[src/rtl/regfile_bist_if.sv]
// Write/read bus between regfile_bist (master) and the 2R1W regfile (slave).
// Master drives the write port and both read addresses; the slave returns both read data words.
interface regfile_bist_if #(
   parameter int ADDR_W = 6,
   parameter int DATA_W = 16
);
   logic              wr_en;
   logic [ADDR_W-1:0] wr_addr;
   logic [DATA_W-1:0] wr_data;
   logic [ADDR_W-1:0] rd_addr_0;
   logic [ADDR_W-1:0] rd_addr_1;
   logic [DATA_W-1:0] rd_data_0;
   logic [DATA_W-1:0] rd_data_1;

   modport master (
      output wr_en, wr_addr, wr_data, rd_addr_0, rd_addr_1,
      input  rd_data_0, rd_data_1
   );

   modport slave (
      input  wr_en, wr_addr, wr_data, rd_addr_0, rd_addr_1,
      output rd_data_0, rd_data_1
   );
endinterface

[src/rtl/regfile_bist.sv]
// Regfile BIST: writes addr*PATTERN_MULT to every entry, reads all back on both ports, reports pass/fail.
// Latency: done at 129+RD_LAT cycles after start (two passes with REGFILE_BIST_INV_PASS_EN: 2*(128+RD_LAT)+1).
// Backpressure: none; start is ignored while busy. REGFILE_BIST_INV_PASS_EN adds an inverted-data pass.
module regfile_bist #(
   parameter int                ADDR_W       = 6,
   parameter int                DATA_W       = 16,
   parameter logic [DATA_W-1:0] PATTERN_MULT = 16'h2408,
   parameter int                RD_LAT       = 1
) (
   input  logic              clk,
   input  logic              rst_n,
   input  logic              start,
   output logic              busy,
   output logic              done,
   output logic              pass,
   output logic [7:0]        fail_count,
   output logic [ADDR_W-1:0] fail_addr,
   output logic              fail_port,
   regfile_bist_if.master    rf
);

   typedef enum logic [2:0] {IDLE, WRITE, READ, DRAIN, DONE} state_t;

   localparam logic [ADDR_W-1:0] LAST_ADDR = '1;

   state_t            state_q, state_d;
   logic [ADDR_W-1:0] cnt_q, cnt_d;
   logic              inv_q, inv_d;
   logic              accept;

   logic              wr_en_d, issue_d, busy_d, done_d;
   logic [ADDR_W-1:0] wr_addr_d, rd_addr_0_d, rd_addr_1_d;
   logic [DATA_W-1:0] wr_data_d;

   logic [RD_LAT:0]   pipe_vld;
   logic [RD_LAT:0]   pipe_inv;
   logic [ADDR_W-1:0] pipe_addr [RD_LAT+1];

   logic              cmp_vld, mis0, mis1;
   logic [ADDR_W-1:0] cmp_addr_0, cmp_addr_1;
   logic [8:0]        fail_sum;
   logic [7:0]        fail_cnt_d;
   logic [ADDR_W-1:0] fail_addr_d;
   logic              fail_port_d;

   function automatic logic [DATA_W-1:0] pattern(input logic [ADDR_W-1:0] a, input logic inv);
      logic [DATA_W-1:0] p;
      p = DATA_W'(a) * PATTERN_MULT;
      return inv ? ~p : p;
   endfunction

   assign accept = start && (state_q == IDLE || state_q == DONE);

   always_ff @(posedge clk or negedge rst_n) begin
      if (!rst_n) begin
         state_q <= IDLE;
         cnt_q   <= '0;
      end else begin
         state_q <= state_d;
         cnt_q   <= cnt_d;
      end
   end

`ifdef REGFILE_BIST_INV_PASS_EN
   always_ff @(posedge clk or negedge rst_n) begin
      if (!rst_n) inv_q <= 1'b0;
      else        inv_q <= inv_d;
   end
`else
   assign inv_q = 1'b0;
`endif

   // Counters wrap naturally, so each phase is entered with cnt already at 0.
   always_comb begin
      state_d = state_q;
      cnt_d   = cnt_q;
`ifdef REGFILE_BIST_INV_PASS_EN
      inv_d   = inv_q;
`endif
      case (state_q)
         IDLE, DONE: begin
            if (accept) begin
               state_d = WRITE;
               cnt_d   = '0;
`ifdef REGFILE_BIST_INV_PASS_EN
               inv_d   = 1'b0;
`endif
            end
         end
         WRITE: begin
            cnt_d = cnt_q + 1'b1;
            if (cnt_q == LAST_ADDR) state_d = READ;
         end
         READ: begin
            cnt_d = cnt_q + 1'b1;
            if (cnt_q == LAST_ADDR) state_d = DRAIN;
         end
         DRAIN: begin
            cnt_d = cnt_q + 1'b1;
`ifdef REGFILE_BIST_INV_PASS_EN
            // Second pass overlaps the last compare of the first; pipe_inv keeps them apart.
            if (!inv_q && cnt_q == ADDR_W'(RD_LAT - 1)) begin
               state_d = WRITE;
               cnt_d   = '0;
               inv_d   = 1'b1;
            end else
`endif
            if (cnt_q == ADDR_W'(RD_LAT)) state_d = DONE;
         end
         default: state_d = IDLE;
      endcase
   end

`ifndef REGFILE_BIST_INV_PASS_EN
   assign inv_d = 1'b0;
`endif

   always_comb begin
      wr_en_d     = (state_d == WRITE);
      wr_addr_d   = wr_en_d ? cnt_d : '0;
      wr_data_d   = wr_en_d ? pattern(cnt_d, inv_d) : '0;
      issue_d     = (state_d == READ);
      rd_addr_1_d = issue_d ? cnt_d : '0;
      rd_addr_0_d = issue_d ? cnt_d - 1'b1 : '0;
      busy_d      = (state_d == WRITE) || (state_d == READ) || (state_d == DRAIN);
      done_d      = (state_d == DONE);
   end

   assign cmp_vld    = pipe_vld[RD_LAT];
   assign cmp_addr_1 = pipe_addr[RD_LAT];
   assign cmp_addr_0 = cmp_addr_1 - 1'b1;
   assign mis0       = cmp_vld && (rf.rd_data_0 != pattern(cmp_addr_0, pipe_inv[RD_LAT]));
   assign mis1       = cmp_vld && (rf.rd_data_1 != pattern(cmp_addr_1, pipe_inv[RD_LAT]));
   assign fail_sum   = {1'b0, fail_count} + {8'd0, mis0} + {8'd0, mis1};

   always_comb begin
      fail_cnt_d  = fail_count;
      fail_addr_d = fail_addr;
      fail_port_d = fail_port;
      if (accept) begin
         fail_cnt_d  = '0;
         fail_addr_d = '0;
         fail_port_d = 1'b0;
      end else begin
         // fail_count never returns to zero once set, so zero means no failure captured yet.
         if (fail_count == 8'd0) begin
            if (mis0) begin
               fail_addr_d = cmp_addr_0;
               fail_port_d = 1'b0;
            end else if (mis1) begin
               fail_addr_d = cmp_addr_1;
               fail_port_d = 1'b1;
            end
         end
         fail_cnt_d = fail_sum[8] ? 8'hFF : fail_sum[7:0];
      end
   end

   always_ff @(posedge clk or negedge rst_n) begin
      if (!rst_n) begin
         rf.wr_en     <= 1'b0;
         rf.wr_addr   <= '0;
         rf.wr_data   <= '0;
         rf.rd_addr_0 <= '0;
         rf.rd_addr_1 <= '0;
         busy         <= 1'b0;
         done         <= 1'b0;
         pass         <= 1'b0;
         fail_count   <= '0;
         fail_addr    <= '0;
         fail_port    <= 1'b0;
         pipe_vld     <= '0;
         pipe_inv     <= '0;
         for (int i = 0; i <= RD_LAT; i++) pipe_addr[i] <= '0;
      end else begin
         rf.wr_en     <= wr_en_d;
         rf.wr_addr   <= wr_addr_d;
         rf.wr_data   <= wr_data_d;
         rf.rd_addr_0 <= rd_addr_0_d;
         rf.rd_addr_1 <= rd_addr_1_d;
         busy         <= busy_d;
         done         <= done_d;
         pass         <= done_d && (fail_cnt_d == 8'd0);
         fail_count   <= fail_cnt_d;
         fail_addr    <= fail_addr_d;
         fail_port    <= fail_port_d;
         pipe_vld     <= {pipe_vld[RD_LAT-1:0], issue_d};
         pipe_inv     <= {pipe_inv[RD_LAT-1:0], inv_d};
         pipe_addr[0] <= cnt_d;
         for (int i = 1; i <= RD_LAT; i++) pipe_addr[i] <= pipe_addr[i-1];
      end
   end

endmodule
[src/flat_wrapper.sv]
// flat-port wrapper written by rule: the top's interface ports become plain ports
module regfile_bist_flat 
#(
   parameter int                ADDR_W       = 6,
   parameter int                DATA_W       = 16,
   parameter logic [DATA_W-1:0] PATTERN_MULT = 16'h2408,
   parameter int                RD_LAT       = 1
)
  (clk, rst_n, start, busy, done, pass, fail_count, fail_addr, fail_port, rf_wr_en, rf_wr_addr, rf_wr_data, rf_rd_addr_0, rf_rd_addr_1, rf_rd_data_0, rf_rd_data_1);
  regfile_bist_if #(.ADDR_W(ADDR_W), .DATA_W(DATA_W)) rf_i ();
  input  logic clk;
  input  logic rst_n;
  input  logic start;
  output logic busy;
  output logic done;
  output logic pass;
  output logic [7:0] fail_count;
  output logic [ADDR_W-1:0] fail_addr;
  output logic fail_port;
  output wire logic [$bits(rf_i.wr_en)-1:0] rf_wr_en;
  output wire logic [$bits(rf_i.wr_addr)-1:0] rf_wr_addr;
  output wire logic [$bits(rf_i.wr_data)-1:0] rf_wr_data;
  output wire logic [$bits(rf_i.rd_addr_0)-1:0] rf_rd_addr_0;
  output wire logic [$bits(rf_i.rd_addr_1)-1:0] rf_rd_addr_1;
  input wire logic [$bits(rf_i.rd_data_0)-1:0] rf_rd_data_0;
  input wire logic [$bits(rf_i.rd_data_1)-1:0] rf_rd_data_1;
  assign rf_wr_en = rf_i.wr_en;
  assign rf_wr_addr = rf_i.wr_addr;
  assign rf_wr_data = rf_i.wr_data;
  assign rf_rd_addr_0 = rf_i.rd_addr_0;
  assign rf_rd_addr_1 = rf_i.rd_addr_1;
  assign rf_i.rd_data_0 = rf_rd_data_0;
  assign rf_i.rd_data_1 = rf_rd_data_1;
  regfile_bist #(.ADDR_W(ADDR_W), .DATA_W(DATA_W), .PATTERN_MULT(PATTERN_MULT), .RD_LAT(RD_LAT)) u_core (.clk(clk), .rst_n(rst_n), .start(start), .busy(busy), .done(done), .pass(pass), .fail_count(fail_count), .fail_addr(fail_addr), .fail_port(fail_port), .rf(rf_i));
endmodule
[config.mk]
export PLATFORM = sky130hd
export DESIGN_NAME = regfile_bist_flat
export DESIGN_NICKNAME = d
export VERILOG_FILES = /design/src/rtl/regfile_bist_if.sv /design/src/rtl/regfile_bist.sv /design/src/flat_wrapper.sv
export SDC_FILE = /design/constraint.sdc
export NUM_CORES = 1
export LEC_CHECK = 0
export CAP_MARGIN = 5
export CORE_ASPECT_RATIO = 2
export CORE_UTILIZATION = 44
export DETAILED_ROUTE_END_ITERATION = 6
export PLACE_DENSITY = 0.72
export SYNTH_ARGS = -nofsm -noshare
export SYNTH_HDL_FRONTEND = slang
export SYNTH_SLANG_ARGS = --single-unit
[constraint.sdc]
create_clock -name clk -period 12.9 [get_ports clk]
set_input_delay 1.29 -clock clk [delete_from_list [all_inputs] [get_ports clk]]
set_output_delay 1.29 -clock clk [all_outputs]
set_load 0.03 [all_outputs]
### Yosys cells after proc, flatten, opt, wreduce, memory -nomap -nowiden

Index checks and enable logic that the tools add are counted.

| storage, ports and cells | value |
|---|---|
| flip-flop bits (word level) | 70 |
| logic and storage cells | 71 |
| output and inout bits | 53 |
| input bits | 35 |

| operators by class | value |
|---|---|
| add/sub/neg operators | 5 |
| multiply operators | 3 |
| reduce and logical (&&, ||, !) cells | 15 |
| muxes and demuxes | 21 |
| equal/unequal tests | 12 |

Operators with widths:

| operator | number |
|---|---|
| two-way mux 6 bit | 8 |
| multiplier 6 x 11 -> 13 bit (second input constant) | 3 |
| != test 16 bit | 2 |
| zero test 8 bit | 2 |
| two-way mux 16 bit | 1 |
| two-way mux 8 bit | 2 |
| == test 3 x 2 -> 1 bit (second input constant) | 4 |
| two-way mux 3 bit | 4 |
| case mux 3 bit (4 select lines) | 1 |
| case mux 6 bit (2 select lines) | 1 |
| subtractor 6 x 1 -> 6 bit (second input constant) | 2 |
| adder 8 x 1 -> 9 bit | 1 |
| adder 9 x 1 -> 9 bit | 1 |
| adder 6 x 1 -> 6 bit (second input constant) | 1 |
| == test 3 x 1 -> 1 bit (second input constant) | 2 |
| == test 3 bit (second input constant) | 2 |
| == test 6 x 1 -> 1 bit (second input constant) | 1 |
| == test 6 bit (second input constant) | 1 |
| logical AND 1 bit | 4 |
| two-way mux 1 bit | 4 |
| zero test 3 bit | 1 |
| logical OR 1 bit | 3 |
| nonzero test 3 bit | 1 |
| OR reduction 3 bit | 1 |
| 3 further kinds | 3 |

### Longest topological paths before layout

Gate-level depths: netlist of the first run.

| logic depth | value |
|---|---|
| depth after elaboration | 10 |
| mapped depth | 20 |
| gate-level depth less buffers | 20 |

### Worst setup path after synthesis of the first run

Ideal clock, no wire load.

| path | value |
|---|---|
| path type | reg-to-reg |
| from | register u_core.pipe_addr (netlist bit u_core.cmp_addr_1[0]) |
| to | register u_core.pass |
| slack | 8.147 ns |
| buffers on the path | 0 |
| data arrival time | 4.652 ns |
| cell stages (with the launch flop) | 21 |
| setup time | 0.101 ns |
| data required time | 12.799 ns |
| clock period less this slack | 4.753 ns |
| cells stage by stage | dfrtp_1 inv_1 ha_1 nor3b_4 xnor2_2 ha_1 ha_1 xnor3_1 xor2_1 nor4_1 o211ai_1 nand2_1 inv_1 fa_1 ha_1 and3_1 and2_1 a21oi_1 nor3_1 or3b_2 nor4_1 |

| between the ends | value |
|---|---|
| word-level cells in the longest chain between the ends | 10 |
| elaborated cells on any way between the ends | 13 |
| classes of those cells | add/sub: 3; mul: 2; eq/ne: 2; mux: 2; reduce/logical: 4 |

RTL lines:

| item | RTL line | RTL |
|---|---|---|
| from (decl) | regfile_bist.sv:37 | `logic [ADDR_W-1:0] pipe_addr [RD_LAT+1];` |
| subtractor 6 x 1 -> 6 bit | regfile_bist.sv:131 | `assign cmp_addr_0 = cmp_addr_1 - 1'b1;` |
| multiplier 6 x 11 -> 13 bit | regfile_bist.sv:48 | `p = DATA_W'(a) * PATTERN_MULT;` |
| != test 16 bit | regfile_bist.sv:132 | `assign mis0 = cmp_vld && (rf.rd_data_0 != pattern(cmp_addr_0, pipe_inv[RD_LAT]));` |
| logical AND 1 bit | regfile_bist.sv:132 |  |
| adder 8 x 1 -> 9 bit | regfile_bist.sv:134 | `assign fail_sum = {1'b0, fail_count} + {8'd0, mis0} + {8'd0, mis1};` |
| adder 9 x 1 -> 9 bit * | regfile_bist.sv:134 |  |
| two-way mux 8 bit * | regfile_bist.sv:155 | `fail_cnt_d = fail_sum[8] ? 8'hFF : fail_sum[7:0];` |
| two-way mux 8 bit * | regfile_bist.sv:140 | `if (accept) begin` |
| net u_core.fail_cnt_d[6] | regfile_bist.sv:42 | `logic [7:0] fail_cnt_d;` |
| zero test 8 bit * | regfile_bist.sv:183 | `pass <= done_d && (fail_cnt_d == 8'd0);` |
| logical AND 1 bit * | regfile_bist.sv:183 |  |
| to (signal assigned) | regfile_bist.sv:183 |  |
| to (decl) | regfile_bist.sv:15 | `output logic pass,` |

The timed path passes the listed nets; every way through them passes the cells marked *.
A chain may end at the register's enable or synchronous reset.

### Final worst setup path of the first run

Same ends and word-level chain as after synthesis.

==> reports/results.ini, run 1 <==
[synth]
synth_area_leaders=dfrtp_1, xnor2_1, ha_1
synthCells=323
yosysWarnings=0
yosys-top-cells-count=dfrtp_1, nor2_1, xnor2_1
ys.flop_type=dfrtp_1
yosysMostFrequentCell=dfrtp_1
ys_ff_latch=57
synthDistinctLibCells=62
synth_edf_count=0
postSynth.asyncResetShare_pct=100
synth_top_area_share_pct=44.1
yosys.area.top_type=dfrtp_1
ys_seq_area_share_pct=44.1
mappedNetlistArea_sq_mm=0.00324
postSynthAreaPerCell_sq_um=10.0

[power]
powerDensity_mw_per_mm2=265
pwr-share-comb_pct=54.1
power.internal_uw=670
swShare_pct=41.8
p_seq_share_pct=25.9
leakagePower_uw=0.00190
switching_power_uw=482
clockPowerShare_pct=20.0
max-vdd-ir-drop_mv=0.185

[worst_setup_path]
max_stage_delay_ns=0.47
cp_slowest_cell=dfrtp_1
critical_path_required_ns=13.11
cp-start-kind=register
cp.buffers_inverters=2
critPathMaxFanout=8
crit_chain=inv_1, ha_1, nor3b_4, xnor2_2, ha_1, ha_1, xnor3_1, xor2_1, o211a_1, o211ai_1, nand2_1, inv_1, fa_1, ha_1, and3_1, and2_1, a21oi_1, nor3_1, or3b_2, nor4_1
path_common_cell=ha_1
cp-end-kind=register
crit_type=reg2reg
arrival_ns=5.48
cp_top_family=simple AND/OR/NAND/NOR gates

[detailed_routing]
post_drt_via_cell_ratio=5.23
drcViolationCount=0
routed_wl_mm=7.62
vias=2573
drt-initial-drc-count=136
ant_nets=0
wl_per_cell_um=15.5
drt_pass1_iterations=4

[timing]
slew_headroom_pct=28.7
finalCriticalPeriod_ns=5.27
worst_pin_slew_ns=1.06
fin_skew_ns=0.00480
fmax_mhz=190
setup_violations=0
drv_slew=0
tns_ns=0
finalHoldViolCount=0
period_share_pct=40.9
rsz0062_at_grt=false

[floorplan]
initial_core_util_pct=45.9
dieWidth_um=62.7
io_pins=88
die_area_sq_mm=0.00772
core_area_sq_mm=0.00705
die_h_um=123
rows=43

[finish]
nets=448
fillers=606
post-route-util_pct=61.6
multiInputGateArea_sq_mm=0.00160
drive_gt1_share_pct=8.71
layout.area.seq_sq_mm=0.00143
n_antenna_cell=0
areaGrowthSynthToFinish_pct=34.1

[grt]
grt_use_total_pct=22.1
grt_remaining_overflow=0
grt_max_degree=58
grt_pass1_vias=2756
grt_first_pass_wirelength_mm=12.8
antenna_found_initial=0

[clocking]
cts_tree=done
post_cts_buffers=0
clk_path_buf_depth=2
cts_hold_buf=0
insertion_delay_ns=0.32
cts_resized=0
cts_root_buf=clkbuf_16
h-tree-depth=3
clock_sinks=57
clk_pin_slew_ns=0.05
numCtsBuffers=9

[place]
io_buffers=83
hpwl_mm=5.87
place_congestion=0.907

[run_status]
status=complete, no violations

[min_path]
hp-class=reg2reg

[job]
max_cap_violations=0

==> cell families (layout without fill, tap and decap cells) <==
kind of cell	count (synthesis)	count (layout)	synth area share, %
DFF	57	57	44.1
adders and majority gates	15	15	6.03
AOI/OAI and AO/OA	46	46	11.2
other	1	4	0.116
buffers and inverters	41	117	6.80
and+or+nand+nor	123	123	20.1
xor gates and xnor gates	35	35	10.1
muxes	5	5	1.58
==> worst register-to-register path, stage by stage (launching register included) <==
cell and delay (ns):
dfrtp_1 0.47, inv_1 0.13, ha_1 0.26, nor3b_4 0.18, xnor2_2 0.30, ha_1 0.30, ha_1 0.21, xnor3_1 0.34
xor2_1 0.31, o211a_1 0.24, o211ai_1 0.11, nand2_1 0.21, inv_1 0.11, fa_1 0.43, ha_1 0.25, and3_1 0.22
and2_1 0.17, a21oi_1 0.14, nor3_1 0.07, or3b_2 0.47, nor4_1 0.25
==> final timing paths <==
kind | slack, ns | from | endpoint | cells after the start
min in group asynchronous | 1.09 | rst_n | u_core.rf.rd_addr_1[5]$_DFF_PN0_ | 2
worst max-delay path | 7.63 | u_core.cmp_addr_1[0]$_DFF_PN0_ | u_core.pass$_DFF_PN0_ | 20
max in group asynchronous | 11.33 | rst_n | u_core.rf.wr_addr[2]$_DFF_PN0_ | 2
worst max register to register | 7.63 | u_core.cmp_addr_1[0]$_DFF_PN0_ | u_core.pass$_DFF_PN0_ | 20
worst min-delay path | 0.35 | u_core.pipe_vld[0]$_DFF_PN0_ | u_core.pipe_vld[1]$_DFF_PN0_ | 0
worst min register to register | 0.35 | u_core.pipe_vld[0]$_DFF_PN0_ | u_core.pipe_vld[1]$_DFF_PN0_ | 0
==> flip-flops by register name, indices dropped and copies added (netlist names) <==
| register | count |
|---|---|
| u_core.fail_port | 1 |
| u_core.done | 1 |
| u_core.fail_count | 8 |
| u_core.state_q | 3 |
| u_core.rf.rd_addr_0 | 6 |
| u_core.busy | 1 |
| u_core.rf.rd_addr_1 | 6 |
| u_core.rf.wr_addr | 5 |
| u_core.rf.wr_en | 1 |
| u_core.rf.wr_data | 4 |
| u_core.fail_addr | 6 |
| u_core.pipe_vld | 2 |
| u_core.cmp_addr_1 | 6 |
| u_core.pass | 1 |
| u_core.cnt_q | 6 |
==> power by group through the flow <==
stage	registers (uW)	logic (uW)	clock network, uW
5_1_grt	307	684	245
4_1_cts	299	629	236
3_5_place_dp	301	623	0
6_report	298	623	231
2_1_floorplan	334	420	0
3_3_place_gp	300	612	0
==> cell type report <==
class | instances | area share (%)
Clock buffer | 12 | 5.91
Clock inverter | 3 | 0.922
Inverter | 17 | 1.47
Multi-Input combinational cell | 228 | 36.9
Sequential cell | 57 | 32.9
Tap cell | 90 | 2.59
Timing Repair Buffer | 85 | 19.4
==> per-stage QoR <==
stage	total power, uW	hold slack, ns	std cells	worst slack, ns	cell area, sq um
after floorplan	754	0.331	326	8.15	3250
after global placement	912	0.336	477	7.70	4050
after detailed placement	924	0.346	477	7.58	4050
after CTS	1160	0.357	492	7.61	4340
after global routing	1240	0.367	492	7.26	4340
final	1150	0.354	492	7.63	4340
==> layer usage <==
layer	vias to the layer above	global-route usage (%)	part of all wire (%)
li1	1250	-	-
met1	1244	20.5	34
met5	-	0	0
met4	0	12.8	3.5
met2	60	42.9	59
met3	19	5.17	3.3
==> cells in the final DEF (no fill, tap or decap), drive strengths merged, types with 4 or more instances in the layout <==
cell type       n
and2            4
clkdlybuf4s50  82
nor2           41
clkbuf         12
a21oi          11
and3            7
nor3           12
nor3b           5
inv            17
ha             14
conb            4
nor4            6
or2             4
mux2i           4
nand3          11
nand4           5
nand2          15
o21ai           7
xor2            7
xnor2          27
dfrtp          57
Note: power is estimated with default switching activity, not from simulation.
==> run 2: changes to the inputs <==
==> constraint.sdc (replaced) <==
create_clock -name clk -period 5.4 [get_ports clk]
set_input_delay 0.54 -clock clk [delete_from_list [all_inputs] [get_ports clk]]
set_output_delay 0.54 -clock clk [all_outputs]
set_load 0.03 [all_outputs]
==> reports/results.ini, run 2 (synthesis results as in run 1) <==
[run_status]
status=complete, no violations

[worst_setup_path]
crit_type=reg2reg
ff2ff_path_depth=20
crit_chain=inv_1, ha_1, nor3b_4, xnor2_2, ha_1, ha_1, xnor3_1, xor2_2, nor4_2, o211ai_1, nand2_2, inv_1, fa_1, ha_1, and3_1, and2_1, a21oi_1, nor3_1, or3b_2, nor4_1
cp-start-kind=register
critPathMaxFanout=8
cp-end-kind=register
rrSetupSlack_ns=0.37
path_common_cell=ha_1
rr_endpoint=u_core.pass$_DFF_PN0_
arrival_ns=5.25
max_stage_delay_ns=0.46
critical_path_required_ns=5.62
cp_slowest_cell=dfrtp_1
r2r_start=u_core.cmp_addr_1[0]$_DFF_PN0_

[clocking]
clk_pin_slew_ns=0.05
h-tree-depth=3
insertion_delay_ns=0.32
numCtsBuffers=9
cts_root_buf=clkbuf_16
cts_hold_buf=0
clock_sinks=57
cts_tree=done
clk_path_buf_depth=2

[timing]
slew_headroom_pct=45.2
finalCriticalPeriod_ns=5.03
period_share_pct=93.1
fin_skew_ns=0.00511
drv_slew=0
worst_pin_slew_ns=0.814
setup_violations=0
rsz0062_at_grt=false
whs_ns=0.344
fmax_mhz=199
finalHoldViolCount=0
tns_ns=0

[finish]
final_cells=495
drive_gt1_share_pct=10.4
largest_reg_flops=8
layout_commonest_cell=clkdlybuf4s50_1
regMostFlops=u_core.fail_count
mostFrequentLayoutCells=clkdlybuf4s50_1, dfrtp_1, nor2_1, xnor2_1, inv_1
n_antenna_cell=0
post-route-util_pct=62.1
nets=451
fin_area_sq_mm=0.00438
areaGrowthSynthToFinish_pct=35.3

[grt]
grt_first_pass_wirelength_mm=13.3
antenna_found_initial=0
grt_pass1_vias=2757
grt_remaining_overflow=0
grt_max_degree=58
grt_use_total_pct=23.2

[min_path]
hp-class=in2async

[place]
dp_cells=479
hpwl_mm=6.28
place_congestion=0.925
io_buffers=83
dpl-instance-area_sq_mm=0.00406

[detailed_routing]
wl_per_cell_um=16.5
drcViolationCount=0
drt-initial-drc-count=159
vias=2669
post_drt_via_cell_ratio=5.39
routed_wl_mm=8.16
drt_pass1_iterations=4
ant_nets=0

[floorplan]
die_h_um=123
core_area_sq_mm=0.00705
dieWidth_um=62.7
rows=43
die_area_sq_mm=0.00772
io_pins=88
initial_core_util_pct=45.9

[power]
max-vdd-ir-drop_mv=0.504
powerDensity_mw_per_mm2=636
leakagePower_uw=0.00192

[job]
max_cap_violations=0

==> run 2: worst max-delay path by stage <==
stage	from	endpoint	slack [ns]	cells after the start
2_1_floorplan	u_core.cmp_addr_1[0]$_DFF_PN0_	u_core.pass$_DFF_PN0_	0.65	20
3_3_place_gp	u_core.cmp_addr_1[0]$_DFF_PN0_	u_core.pass$_DFF_PN0_	0.36	20
3_5_place_dp	u_core.cmp_addr_1[0]$_DFF_PN0_	u_core.pass$_DFF_PN0_	0.15	20
4_1_cts	u_core.cmp_addr_1[0]$_DFF_PN0_	u_core.pass$_DFF_PN0_	0.12	20
5_1_grt	u_core.cmp_addr_1[0]$_DFF_PN0_	u_core.pass$_DFF_PN0_	0.03	20
6_report	u_core.cmp_addr_1[0]$_DFF_PN0_	u_core.pass$_DFF_PN0_	0.37	20
==> run 2: layout make-up <==
type	instances	area, sq um
clock buffers	12	267
clock inverters	3	15.0
fillers	598	2670
inverters	17	63.8
multi-input cells	228	1630
flip-flops and latches	57	1430
well taps	90	113
repair buffers	88	863
==> run 2: through the flow <==
stage          power (uW)  setup slack [ns]
2_1_floorplan        1800             0.647
3_3_place_gp         2200             0.362
3_5_place_dp         2230             0.147
4_1_cts              2770             0.120
5_1_grt              2980            0.0324
6_report             2780             0.372
==> run 2: worst max-delay path: cells and delay by family (launching register included) <==
family,cells,cell delay [ns]
simple gates,8,1.82
xor+xnor,3,0.74
flops,1,0.46
buf+inv,2,0.25
fa+ha+maj,5,1.36
compound gates,2,0.30
==> run 2: routing by layer <==
metal	track usage (%)	vias to the layer above	wire length (um)
li1	-	1255	-
met1	21.2	1285	2730
met2	44.7	94	4640
met3	4.70	35	317
met4	16.0	0	469
met5	0	-	0
==> run 2: power by group <==
part / leakage (uW) / internal [uW] / switching (uW)
Clock: 0.000144 / 341 / 179
Sequential: 0.000741 / 561 / 137
Combinational: 0.00103 / 691 / 875
Total: 0.00192 / 1590 / 1190
==> run 2: repair_timing <==
action,4_1_cts,5_1_grt
setup buffers,0,1
endpoints found under the setup margin,0,1
gates resized for setup,0,4
